[config.mk]
export PLATFORM = sky130hd
export DESIGN_NAME = multicycle_control
export DESIGN_NICKNAME = d
export VERILOG_FILES = /design/src/rtl/riscv_ctrl_pkg.sv /design/src/rtl/instr_decode.sv /design/src/rtl/multicycle_control.sv
export SDC_FILE = /design/constraint.sdc
export NUM_CORES = 1
export LEC_CHECK = 0
export CAP_MARGIN = 10
export CELL_PAD_IN_SITES_DETAIL_PLACEMENT = 2
export CELL_PAD_IN_SITES_GLOBAL_PLACEMENT = 2
export CORE_ASPECT_RATIO = 0.7
export CORE_UTILIZATION = 38
export DETAILED_ROUTE_END_ITERATION = 16
export DONT_BUFFER_PORTS = 1
export MAX_ROUTING_LAYER = met4
export PLACE_DENSITY = 0.83
export SYNTH_ARGS = -nofsm -noshare
export SYNTH_HDL_FRONTEND = slang
export SYNTH_SLANG_ARGS = --single-unit
export TNS_END_PERCENT = 50
[constraint.sdc]
create_clock -name clk -period 2.75 [get_ports clk]
set_clock_uncertainty 0.05 [all_clocks]
set_input_delay 0.275 -clock clk [delete_from_list [all_inputs] [get_ports clk]]
set_output_delay 0.275 -clock clk [all_outputs]
set_load 0.01 [all_outputs]
[src/rtl/riscv_ctrl_pkg.sv]
// Shared encodings for the multi-cycle RV32I control unit: opcodes,
// datapath select codes, trap causes, FSM states and the decoded bundle.
package riscv_ctrl_pkg;

  localparam logic [4:0] OPC_R      = 5'b01100;
  localparam logic [4:0] OPC_OPIMM  = 5'b00100;
  localparam logic [4:0] OPC_LOAD   = 5'b00000;
  localparam logic [4:0] OPC_STORE  = 5'b01000;
  localparam logic [4:0] OPC_BRANCH = 5'b11000;
  localparam logic [4:0] OPC_JAL    = 5'b11011;
  localparam logic [4:0] OPC_JALR   = 5'b11001;
  localparam logic [4:0] OPC_LUI    = 5'b01101;
  localparam logic [4:0] OPC_AUIPC  = 5'b00101;

  localparam logic [2:0] IMM_I     = 3'd0;
  localparam logic [2:0] IMM_SHIFT = 3'd1;
  localparam logic [2:0] IMM_S     = 3'd2;
  localparam logic [2:0] IMM_B     = 3'd3;
  localparam logic [2:0] IMM_J     = 3'd4;
  localparam logic [2:0] IMM_U     = 3'd5;

  localparam logic [1:0] ALU_ADD   = 2'd0;
  localparam logic [1:0] ALU_IMM   = 2'd1;
  localparam logic [1:0] ALU_REG   = 2'd2;
  localparam logic [1:0] ALU_PASSB = 2'd3;

  localparam logic [1:0] PC_PLUS4 = 2'd0;
  localparam logic [1:0] PC_REL   = 2'd1;
  localparam logic [1:0] PC_RS1   = 2'd2;

  localparam logic [1:0] CAUSE_NONE    = 2'd0;
  localparam logic [1:0] CAUSE_ILLEGAL = 2'd1;
  localparam logic [1:0] CAUSE_IMEM_TO = 2'd2;
  localparam logic [1:0] CAUSE_DMEM_TO = 2'd3;

  typedef enum logic [2:0] {
    S_FETCH, S_DECODE, S_EXEC, S_MEM, S_WB, S_TRAP
  } state_t;

  // Instruction class steers the EXEC/MEM/WB sequencing and the pc_src choice
  typedef enum logic [2:0] {
    CLS_ALU, CLS_LOAD, CLS_STORE, CLS_BRANCH, CLS_JAL, CLS_JALR
  } iclass_t;

  typedef struct packed {
    logic [1:0] aluop;
    logic       alusrc;
    logic       regsrc;
    logic       pc_rs1_sel;
    logic       branch;
    logic [2:0] immsel;
    logic       memread;
    logic       memwrite;
    iclass_t    iclass;
  } ctrl_t;

endpackage

[src/rtl/instr_decode.sv]
// Purely combinational opcode/f3 classifier producing the static controls
// and an illegal-opcode flag.
module instr_decode
  import riscv_ctrl_pkg::*;
(
  input  logic [4:0] opcode,
  input  logic [2:0] f3,
  output ctrl_t      ctrl,
  output logic       illegal
);

  // Start from an all-zero bundle so each opcode only sets what it needs
  always_comb begin
    ctrl    = '0;
    ctrl.iclass = CLS_ALU;
    illegal = 1'b0;
    case (opcode)
      OPC_R: ctrl.aluop = ALU_REG;
      OPC_OPIMM: begin
        ctrl.aluop  = ALU_IMM;
        ctrl.alusrc = 1'b1;
        ctrl.immsel = (f3 == 3'b001 || f3 == 3'b101) ? IMM_SHIFT : IMM_I;
      end
      OPC_LOAD: begin
        ctrl.aluop   = ALU_ADD;
        ctrl.alusrc  = 1'b1;
        ctrl.regsrc  = 1'b1;
        ctrl.memread = 1'b1;
        ctrl.iclass  = CLS_LOAD;
      end
      OPC_STORE: begin
        ctrl.alusrc   = 1'b1;
        ctrl.immsel   = IMM_S;
        ctrl.memwrite = 1'b1;
        ctrl.iclass   = CLS_STORE;
      end
      OPC_BRANCH: begin
        ctrl.immsel = IMM_B;
        ctrl.branch = 1'b1;
        ctrl.iclass = CLS_BRANCH;
      end
      OPC_JAL: begin
        ctrl.aluop  = ALU_PASSB;
        ctrl.immsel = IMM_J;
        ctrl.branch = 1'b1;
        ctrl.iclass = CLS_JAL;
      end
      OPC_JALR: begin
        ctrl.aluop      = ALU_PASSB;
        ctrl.immsel     = IMM_J;
        ctrl.branch     = 1'b1;
        ctrl.pc_rs1_sel = 1'b1;
        ctrl.iclass     = CLS_JALR;
      end
      OPC_LUI: begin
        ctrl.aluop  = ALU_PASSB;
        ctrl.alusrc = 1'b1;
        ctrl.regsrc = 1'b1;
        ctrl.immsel = IMM_U;
      end
      OPC_AUIPC: begin
        ctrl.aluop  = ALU_ADD;
        ctrl.alusrc = 1'b1;
        ctrl.immsel = IMM_U;
      end
      default: illegal = 1'b1;
    endcase
  end

endmodule

[src/rtl/multicycle_control.sv]
// Multi-cycle FETCH/DECODE/EXEC/MEM/WB sequencer with cache handshakes,
// wait timeouts and sticky traps.
module multicycle_control
  import riscv_ctrl_pkg::*;
#(
  parameter int OPC_W    = 5,
  parameter int IMMSEL_W = 3,
  parameter int TO_W     = 8
) (
  input  logic                clk,
  input  logic                rst_n,
  input  logic [OPC_W-1:0]    opcode,
  input  logic [2:0]          f3,
  input  logic                imem_ready,
  input  logic                dmem_ready,
  input  logic                branch_taken,
  input  logic                trap_clr,
  output logic                imem_req,
  output logic                ir_write,
  output logic                dmem_req,
  output logic                memread,
  output logic                memwrite,
  output logic [1:0]          aluop,
  output logic                alusrc,
  output logic                regsrc,
  output logic                pc_rs1_sel,
  output logic                branch,
  output logic [IMMSEL_W-1:0] immsel,
  output logic                regwrite,
  output logic                pc_write,
  output logic [1:0]          pc_src,
  output logic                trap,
  output logic [1:0]          trap_cause
);

  // Waiting at this count means the next wait cycle saturates the counter
  localparam logic [TO_W-1:0] TO_LAST = {{(TO_W-1){1'b1}}, 1'b0};

  state_t          state, state_nxt;
  ctrl_t           dec, ctrl_q;
  logic            illegal;
  logic            active;
  logic [TO_W-1:0] wait_cnt;
  logic [1:0]      cause_q, cause_nxt;
  logic            waiting, expire;

  instr_decode u_decode (
    .opcode  (opcode),
    .f3      (f3),
    .ctrl    (dec),
    .illegal (illegal)
  );

  assign waiting = active && ((state == S_FETCH && !imem_ready) ||
                              (state == S_MEM   && !dmem_ready));
  assign expire  = waiting && (wait_cnt == TO_LAST);

  // State register, decoded-control capture, wait counter and trap cause
  always_ff @(posedge clk or negedge rst_n) begin
    if (!rst_n) begin
      state    <= S_FETCH;
      active   <= 1'b0;
      ctrl_q   <= '0;
      wait_cnt <= '0;
      cause_q  <= CAUSE_NONE;
    end else begin
      state   <= state_nxt;
      active  <= 1'b1;
      cause_q <= cause_nxt;
      if (state == S_DECODE && !illegal)
        ctrl_q <= dec;
      if (state_nxt != state)
        wait_cnt <= '0;
      else if (waiting)
        wait_cnt <= wait_cnt + 1'b1;
    end
  end

  // Next-state logic plus the handshake requests and one-cycle pulses
  always_comb begin
    state_nxt = state;
    cause_nxt = cause_q;
    imem_req  = 1'b0;
    ir_write  = 1'b0;
    dmem_req  = 1'b0;
    regwrite  = 1'b0;
    pc_write  = 1'b0;
    pc_src    = PC_PLUS4;
    case (state)
      S_FETCH: begin
        if (active) begin
          imem_req = 1'b1;
          if (imem_ready) begin
            ir_write  = 1'b1;
            state_nxt = S_DECODE;
          end else if (expire) begin
            state_nxt = S_TRAP;
            cause_nxt = CAUSE_IMEM_TO;
          end
        end
      end
      S_DECODE: begin
        if (illegal) begin
          state_nxt = S_TRAP;
          cause_nxt = CAUSE_ILLEGAL;
        end else begin
          state_nxt = S_EXEC;
        end
      end
      S_EXEC: begin
        case (ctrl_q.iclass)
          CLS_LOAD, CLS_STORE: state_nxt = S_MEM;
          CLS_BRANCH: begin
            pc_write  = 1'b1;
            pc_src    = branch_taken ? PC_REL : PC_PLUS4;
            state_nxt = S_FETCH;
          end
          default: state_nxt = S_WB;
        endcase
      end
      S_MEM: begin
        dmem_req = 1'b1;
        if (dmem_ready) begin
          if (ctrl_q.iclass == CLS_STORE) begin
            pc_write  = 1'b1;
            state_nxt = S_FETCH;
          end else begin
            state_nxt = S_WB;
          end
        end else if (expire) begin
          state_nxt = S_TRAP;
          cause_nxt = CAUSE_DMEM_TO;
        end
      end
      S_WB: begin
        regwrite  = 1'b1;
        pc_write  = 1'b1;
        state_nxt = S_FETCH;
        if (ctrl_q.iclass == CLS_JAL)
          pc_src = PC_REL;
        else if (ctrl_q.iclass == CLS_JALR)
          pc_src = PC_RS1;
      end
      S_TRAP: begin
        if (trap_clr) begin
          state_nxt = S_FETCH;
          cause_nxt = CAUSE_NONE;
        end
      end
      default: state_nxt = S_FETCH;
    endcase
  end

  assign memread    = ctrl_q.memread;
  assign memwrite   = ctrl_q.memwrite;
  assign aluop      = ctrl_q.aluop;
  assign alusrc     = ctrl_q.alusrc;
  assign regsrc     = ctrl_q.regsrc;
  assign pc_rs1_sel = ctrl_q.pc_rs1_sel;
  assign branch     = ctrl_q.branch;
  assign immsel     = ctrl_q.immsel;
  assign trap       = (state == S_TRAP);
  assign trap_cause = cause_q;

endmodule
After elaboration in Yosys (flattened, before gate mapping)
Index checks and enable logic that the tools add are counted.
- mux-type cells: 45
- reductions and logical operators: 22
- add/sub/neg operators: 1
- equality and inequality tests: 29
- operators by type and width (cell ; number):
    $pmux 3 s5 ; 3
    $mux 3 ; 7
    $mux 1 ; 19
    $mux 2 ; 9
    $mux 8 ; 2
    $eq 3x3->1 const B ; 5
    $eq 5x4->1 const B ; 3
    $eq 5x5->1 const B ; 3
    $ne 2x2->1 const B ; 7
    $eq 3x2->1 const B ; 4
    $eq 5x3->1 const B ; 2
    $eq 3x1->1 const B ; 3
    $reduce_or 9->1 ; 1
    $add 8x1->8 const B ; 1
    $eq 8x8->1 const B ; 1
    $pmux 2 s4 ; 1
    $reduce_and 8->1 ; 1
    $reduce_or 2->1 ; 4
    $pmux 2 s3 ; 1
    $pmux 3 s2 ; 1
    $reduce_or 3->1 ; 2
    $logic_and 1x1->1 ; 5
    $logic_not 5->1 ; 1
    $reduce_or 5->1 ; 1
    other kinds (8) ; 10
- input port bits: 14
- logic and storage cells: 110
- flip-flop bits (word level): 28
- output and inout port bits: 21

Depth between registers and ports, before layout
Gate-level depths: netlist (run 1).
- depth after elaboration: 11
- depth in mapped cells: 8
- gate-level depth less buffers: 6

Modules after synthesis
A second synthesis (run 1) with hierarchy kept.
- cells, all modules: 197
- area total of the unflattened synthesis: 1863.0 um2
- by module, submodules not included (module ; sequential area each (um2) ; area each (um2) ; cells each ; instances):
    multicycle_control ; 700.7 ; 1621.6 ; 157 ; 1
    instr_decode ; 0.0 ; 241.5 ; 40 ; 1

Worst setup path after synthesis (run 1)
No wires, ideal clock.
- path type: register -> register
- from: register wait_cnt[0]
- to: register wait_cnt[1]
- buffers on the path: 0
- slack: 0.679 ns
- data required time: 2.593 ns
- library setup time: 0.107 ns
- cell stages (with the launch flop): 7
- period minus slack after synthesis: 2.071 ns
- arrival: 1.914 ns
- path through: dfrtp_1 -> inv_1 -> ha_1 -> and4_2 -> a211o_1 -> a221o_2 -> a2111oi_4
- word-level cells in the longest chain between the ends: 8
- elaborated cells between the ends (all ways): 12
- classes of those cells: add/sub: 1; eq/ne: 2; mux: 7; reduce/logical: 2
- ends and longest elaborated chain (what ; line ; text):
    from (decl) ; multicycle_control.sv:43 ; logic [TO_W-1:0] wait_cnt;
    from (signal assigned) ; multicycle_control.sv:75 ; wait_cnt <= wait_cnt + 1'b1;
    $eq 8x8->1 ; multicycle_control.sv:56 ; assign expire = waiting && (wait_cnt == TO_LAST);
    $logic_and 1x1->1 ; multicycle_control.sv:56 ;
    $mux 3 ; multicycle_control.sv:96, multicycle_control.sv:130 ;
    $mux 3 ; multicycle_control.sv:93 ; if (imem_ready) begin
    $mux 3 ; multicycle_control.sv:91 ; if (active) begin
    $pmux 3 s5 ; multicycle_control.sv:89 ; case (state)
    $ne 3x3->1 ; multicycle_control.sv:72 ; if (state_nxt != state)
    $mux 8 / $reduce_bool 2->1 (equally long branches) ; - ;
Several ways; a longest one is shown, not always the timed one. The select of a mux whose other input is x is not followed.
A chain may end at the register's enable or synchronous reset.

Worst setup path after layout (run 1)
- from: register state[1]
- to: output port pc_write
- word-level cells in the longest chain between the ends: 2
- elaborated cells between the ends (all ways): 4
- classes of those cells: eq/ne: 3; mux: 1
- ends and longest elaborated chain (what ; line ; text):
    from (decl) ; multicycle_control.sv:39 ; state_t state, state_nxt;
    from (signal assigned) ; multicycle_control.sv:67 ; state <= state_nxt;
    $eq 3x3->1 / $eq 3x2->1 (equally long branches) ; multicycle_control.sv:89 ;
    $pmux 1 s3 (*) ; multicycle_control.sv:89 ;
    to (decl) ; multicycle_control.sv:30 ; output logic pc_write,
Mark *: on every way between the ends. The rest lies on a longest branch, timed or not.

==> results_dict.tcl, run 1 <==
set metrics [dict create \
    die_y_um 59.15 \
    synth_top_cells_by_area "dfrtp_1 (40%), o21ai_0 (5.6%), nor2_1 (3.6%), xor2_1 (3.5%), nor3_1 (3.4%)" \
    grt_util_all_layers 0.2318 \
    syn_nets 212 \
    grt_pass1_wl_mm 8.638 \
    wire_per_inst_um 21.10 \
    yosysMostFrequentCell "dfrtp_1" \
    fin_tns_setup_ns 0 \
    layout.nets 204 \
    wirelength_mm 5.105 \
    synth-compound-area-share 0.2230 \
    crit_start "state[1]" \
    setup_viol 0 \
    status "completed" \
    io_buffers 0 \
    cts_setup_buffers 0 \
    clkTransAtPathRegs_ns 0.11 \
    yosys.area_share.simple 0.2272 \
    grt_pass1_vias 1617 \
    drc 0 \
    rr_worst_depth 5 \
    synth_cell_types 54 \
    ctsResizeCount 0 \
    dieWidth_um 83.64 \
    synthAdderAreaFrac 0.01411 \
    netlist_area_um2 1773 \
    hold_buffers 2 \
    ys_warn_count 0 \
    r2r-start "state[1]" \
    drt-pass1-iter-count 4 \
    synth_common_cells "dfrtp_1 (28), o21ai_0 (20), nor2_1 (17), nand2_1 (16), nor3_1 (12)" \
    antenna_left 0 \
    synth.area.mux_share 0 \
    busiest_layer "met2" \
    row_count 20 \
    htree_levels 1 \
    yosys.area.top_type "dfrtp_1" \
    p_per_area_nw_per_um2 844.9 \
    area_growth_pct 3.458 \
    rrSetupSlack_ns 0.32 \
    syn_area_per_cell_um2 9.046 \
    die-area_um2 4947 \
    max-vdd-ir-drop_mv 0.3429 \
    drt_iter0_markers 59 \
    p_leak_uw 0.0007601 \
    finalCritPeriodShare 0.8840 \
    start_kind "flop" \
    critPathKind "reg -> out" \
    insertion_delay_ns 0.28 \
    initial_utilization 0.4026 \
    grt_max_degree 29 \
    dpl.hpwl_mm 3.674 \
    synth_cells 196 \
    synthFlopType "dfrtp_1" \
    use_met2 0.4019 \
    slew-limit-headroom 0.6331 \
    synth_top_family_by_area "simple AND/OR/NAND/NOR gates" \
    vias 1487 \
    drive_above_1_share 0.08556 \
    ios 35 \
    cts_tree "built" \
    core-area_um2 4404 \
    synth_edf_count 0 \
    rsz0062_at_grt "false" \
    min_path_type "in -> reg" \
    yosys.area.top_type_share 0.3952 \
    required_ns 2.42 \
    arrival_ns 2.11 \
    hold_viol_final 0 \
    crit_path_end "pc_write" \
    clock_sinks 28 \
    tritoncts.num_buffers 3 \
    async_reset_ff_frac 1.000 \
    cts_max_path_buffers 2 \
    ys_seq_area_frac 0.3952 \
    synth_xor_xnor_area_share 0.04940 \
    root_buffer "clkbuf_8" \
    fmax_mhz 411.4 \
    n_antenna_cell 0 \
    routabilityCongestion 0.8429 \
    cap_violations 0 \
    timing.final.max_slew_violations 0 \
    end_kind "output port" \
    ys_seq_elements 28 \
    fin_crit_ns 2.431 \
    reg2reg_to "wait_cnt[1]" \
    via_per_inst 6.145 \
    use_met1 0.2815 \
    finalPower_uw 1550 \
    hold_depth 1 \
    worst_slew_pin_slew_ns 0.5503 \
    critPathMaxFanout 17 \
    grt_antenna_before_repair 0 \
    overflow 0 \
    met3_usage 0.05153 \
]
[sequential cells by signal, summed over array words and instances (netlist names)]
name	count
alusrc	1
active	1
memread	1
trap_cause	2
aluop	2
pc_rs1_sel	1
branch	1
ctrl_q	3
state	3
regsrc	1
memwrite	1
immsel	3
wait_cnt	8
[logic make-up (layout without fill, tap and decap cells)]
| logic type | after synthesis | count (layout) |
|---|---|---|
| compound gates | 52 | 52 |
| other cells | 1 | 1 |
| fa+ha+maj | 2 | 2 |
| buf+inv | 27 | 18 |
| xor+xnor | 10 | 10 |
| simple gates | 76 | 76 |
| flops | 28 | 28 |
[worst max-delay path, cell delays in order (launching register included)]
cell,delay (ns)
dfrtp_1,0.71
inv_1,0.24
nor3b_1,0.39
a31oi_1,0.13
o21ai_0,0.36
[power by group]
part | leakage (µW) | internal (µW) | switching [µW]
clock | 0.0000357 | 195 | 137
combinational | 0.000346 | 201 | 340
sequential | 0.000379 | 507 | 170
total | 0.000760 | 903 | 647
[cells in the final DEF, fill, tap and decap left out, types with 3 or more instances in the layout]
cell type | synthesis | layout
inv_1 | 11 | 11
xnor2_1 | 3 | 3
o21ai_0 | 20 | 20
nor2_1 | 17 | 17
xor2_1 | 7 | 7
nand3b_1 | 3 | 3
nor3_1 | 12 | 12
dfrtp_1 | 28 | 28
and3_1 | 4 | 4
nand2b_1 | 3 | 3
a31oi_1 | 3 | 3
clkbuf_8 | 2 | 3
nand3_1 | 5 | 5
nand4_1 | 6 | 6
nand2_1 | 16 | 16
[stage by stage]
stage | worst slack, ns | cell area [µm²] | util | hold WS (ns) | std cells
final | 0.3190 | 1834 | 0.4165 | 0.03080 | 242
after global routing | 0.1569 | 1834 | 0.4165 | 0.02930 | 242
after CTS | 0.3187 | 1834 | 0.4165 | 0.02254 | 242
after detailed placement | 0.3660 | 1733 | 0.3935 | -0.07020 | 236
after global placement | 0.4359 | 1733 | 0.3935 | -0.07002 | 236
after floorplan | 0.6793 | 1773 | - | -0.07059 | 196
[cell type report]
| type | instances | area [µm²] |
|---|---|---|
| inverter | 11 | 41.29 |
| clock inverter | 1 | 30.03 |
| tap | 55 | 68.82 |
| clock buffer | 3 | 41.29 |
| timing repair buffer | 3 | 37.54 |
| multi-input combinational | 141 | 914.6 |
| fill | 488 | 2570 |
| sequential | 28 | 700.7 |
[how the worst min path moves through the flow]
stage	startpoint	end	slack [ns]
detailed placement	rst_n	regsrc	-0.07
finish	opcode[1]	pc_rs1_sel	0.03
global route	opcode[1]	ctrl_q[0]	0.03
global placement	rst_n	immsel[0]	-0.07
floorplan	rst_n	active	-0.07
CTS	opcode[1]	ctrl_q[0]	0.02
[metal layers]
metal | wire, µm | up-vias
met5 | 0 | -
met4 | 57 | 0
met3 | 197 | 8
met2 | 2475 | 25
met1 | 2374 | 774
li1 | - | 680
(Power assumes the default switching activity.)
==> inputs of run 2 (changes only) <==
--- a/config.mk
+++ b/config.mk
@@ -9,11 +9,12 @@
 export CELL_PAD_IN_SITES_DETAIL_PLACEMENT = 2
 export CELL_PAD_IN_SITES_GLOBAL_PLACEMENT = 2
 export CORE_ASPECT_RATIO = 0.7
-export CORE_UTILIZATION = 38
+export CORE_UTILIZATION = 39
+export CTS_BUF_LIST = sky130_fd_sc_hd__clkbuf_2 sky130_fd_sc_hd__clkbuf_4 sky130_fd_sc_hd__clkbuf_8
 export DETAILED_ROUTE_END_ITERATION = 16
 export DONT_BUFFER_PORTS = 1
 export MAX_ROUTING_LAYER = met4
-export PLACE_DENSITY = 0.83
+export PLACE_DENSITY = 0.84
 export SYNTH_ARGS = -nofsm -noshare
 export SYNTH_HDL_FRONTEND = slang
 export SYNTH_SLANG_ARGS = --single-unit
==> run 2 against run 1 <==
- register-to-register slack better by 0.03 ns
- count of clock-buffer cells in the layout unchanged
- maximum frequency up 1.3%
- critical endpoint is now wait_cnt[1]
- core utilization up 0.65 points
- global-route usage up 1.3 points
- highest routed layer unchanged
- first-iteration DRC count down 29%
==> results_dict.tcl, run 2 (synthesis gave the netlist of run 1 again) <==
set metrics [dict create \
    final_cell_mix "dfrtp_1 (28), o21ai_0 (20), nor2_1 (17)" \
    cts_setup_buffers 0 \
    die_y_um 58.41 \
    wire_per_inst_um 20.86 \
    drive_above_1_share 0.09043 \
    slew-limit-headroom 0.6267 \
    grt_antenna_before_repair 0 \
    grt_pass1_wl_mm 8.556 \
    critPathKind "reg -> reg" \
    tritoncts.num_buffers 3 \
    antenna_left 0 \
    use_met2 0.3908 \
    fin_tns_setup_ns 0 \
    grt_pass1_vias 1657 \
    post_dp_cell_area_um2 1740 \
    layout.nets 205 \
    fin_crit_ns 2.399 \
    netSwitchingPower_uw 667.3 \
    switching_share 0.4240 \
    ios 35 \
    rsz0062_at_grt "false" \
    routabilityCongestion 0.8371 \
    cts_tree "built" \
    cap_violations 0 \
    arrival_ns 2.54 \
    p_leak_uw 0.0007655 \
    power.internal_uw 906.6 \
    status "completed" \
    met3_usage 0.05891 \
    via_per_inst 6.111 \
    grt_max_degree 29 \
    min_from "opcode[1]" \
    htree_levels 1 \
    fin_area_um2 1842 \
    drc 0 \
    clkTransAtPathRegs_ns 0.10 \
    drt-pass1-iter-count 4 \
    critPathMaxFanout 12 \
    busiest_layer "met2" \
    p_comb_frac 0.358 \
    critPathMaxStageDelay_ns 0.59 \
    finalCritPeriodShare 0.8722 \
    area_growth_pct 3.882 \
    cts_max_path_buffers 2 \
    cp_cell_sequence "buf_4 > or2b_2 > o22ai_1 > a31oi_1 > a221o_2 > a2111oi_4" \
    largest-register "wait_cnt" \
    end_kind "flop" \
    hold_buffers 2 \
    final_common_cell "dfrtp_1" \
    slowest_stage "dfrtp_1" \
    finalPower_uw 1574 \
    pwr-share-seq 0.427 \
    p_per_area_nw_per_um2 854.6 \
    fmax_mhz 416.9 \
    p_clk_frac 0.215 \
    timing.final.max_slew_violations 0 \
    row_count 20 \
    initial_utilization 0.4072 \
    setup_viol 0 \
    largest_reg_flops 8 \
    drt_iter0_markers 42 \
    die-area_um2 4824 \
    grt_util_all_layers 0.2444 \
    hold_viol_final 0 \
    dieWidth_um 82.59 \
    insertion_delay_ns 0.28 \
    vias 1485 \
    r2r-start "state[1]" \
    start_kind "flop" \
    root_buffer "clkbuf_8" \
    dpl.hpwl_mm 3.687 \
    use_met1 0.3004 \
    required_ns 2.89 \
    io_buffers 0 \
    ctsResizeCount 0 \
    worst_slew_pin_slew_ns 0.5600 \
    wirelength_mm 5.070 \
    max-vdd-ir-drop_mv 0.3581 \
    core-area_um2 4354 \
    n_antenna_cell 0 \
    clock_sinks 28 \
    overflow 0 \
    min_path_type "in -> reg" \
    crit_start "state[1]" \
]
-- run 2: cell types whose count changed in the layout (fill, tap and decap cells not counted), sizes merged --
cell | previous run | this run
buf | 2 | 3
-- run 2: worst paths after layout --
kind | end | slack (ns) | cells after the start
worst min-delay path | ctrl_q[0] | 0.02 | 1
max in group asynchronous | immsel[0] | 2.11 | 2
worst max-delay path | wait_cnt[1] | 0.35 | 6
min in group asynchronous | wait_cnt[6] | 0.38 | 2
worst min register to register | aluop[1] | 0.51 | 2
worst max register to register | wait_cnt[1] | 0.35 | 6
-- run 2: final cells by class --
cell class | instances | area, µm²
Clock buffer | 3 | 41.29
Sequential cell | 28 | 700.7
Multi-Input combinational cell | 141 | 914.6
Fill cell | 496 | 2512
Tap cell | 55 | 68.82
Clock inverter | 1 | 30.03
Timing Repair Buffer | 4 | 45.04
Inverter | 11 | 41.29
-- run 2: power by group through the flow --
stage / logic, µW / clock network (µW) / registers [µW]
5_1_grt: 624 / 359 / 695
3_5_place_dp: 546 / 0 / 681
4_1_cts: 568 / 342 / 674
6_report: 563 / 338 / 673
2_1_floorplan: 535 / 0 / 594
3_3_place_gp: 501 / 0 / 668
-- run 2: critical path: cells and delay by family (launching register included) --
kind | cells | cell delay, ns
compound gates | 4 | 1.13
flops | 1 | 0.59
simple gates | 1 | 0.32
buf+inv | 1 | 0.22
-- run 2: through the flow --
step / std cells / setup WS (ns) / utilization / hold WS (ns)
final: 243 / 0.3513 / 0.4230 / 0.02280
after global routing: 243 / 0.2205 / 0.4230 / 0.01432
after CTS: 243 / 0.3636 / 0.4230 / 0.02377
after detailed placement: 237 / 0.3844 / 0.3997 / -0.06995
after global placement: 237 / 0.4690 / 0.3997 / -0.07005
after floorplan: 196 / 0.6793 / - / -0.07059
-- run 2: routing by layer --
layer | up-vias | share of wire
met5 | - | 0
li1 | 681 | -
met3 | 13 | 0.043
met4 | 0 | 0.023
met2 | 32 | 0.47
met1 | 759 | 0.46
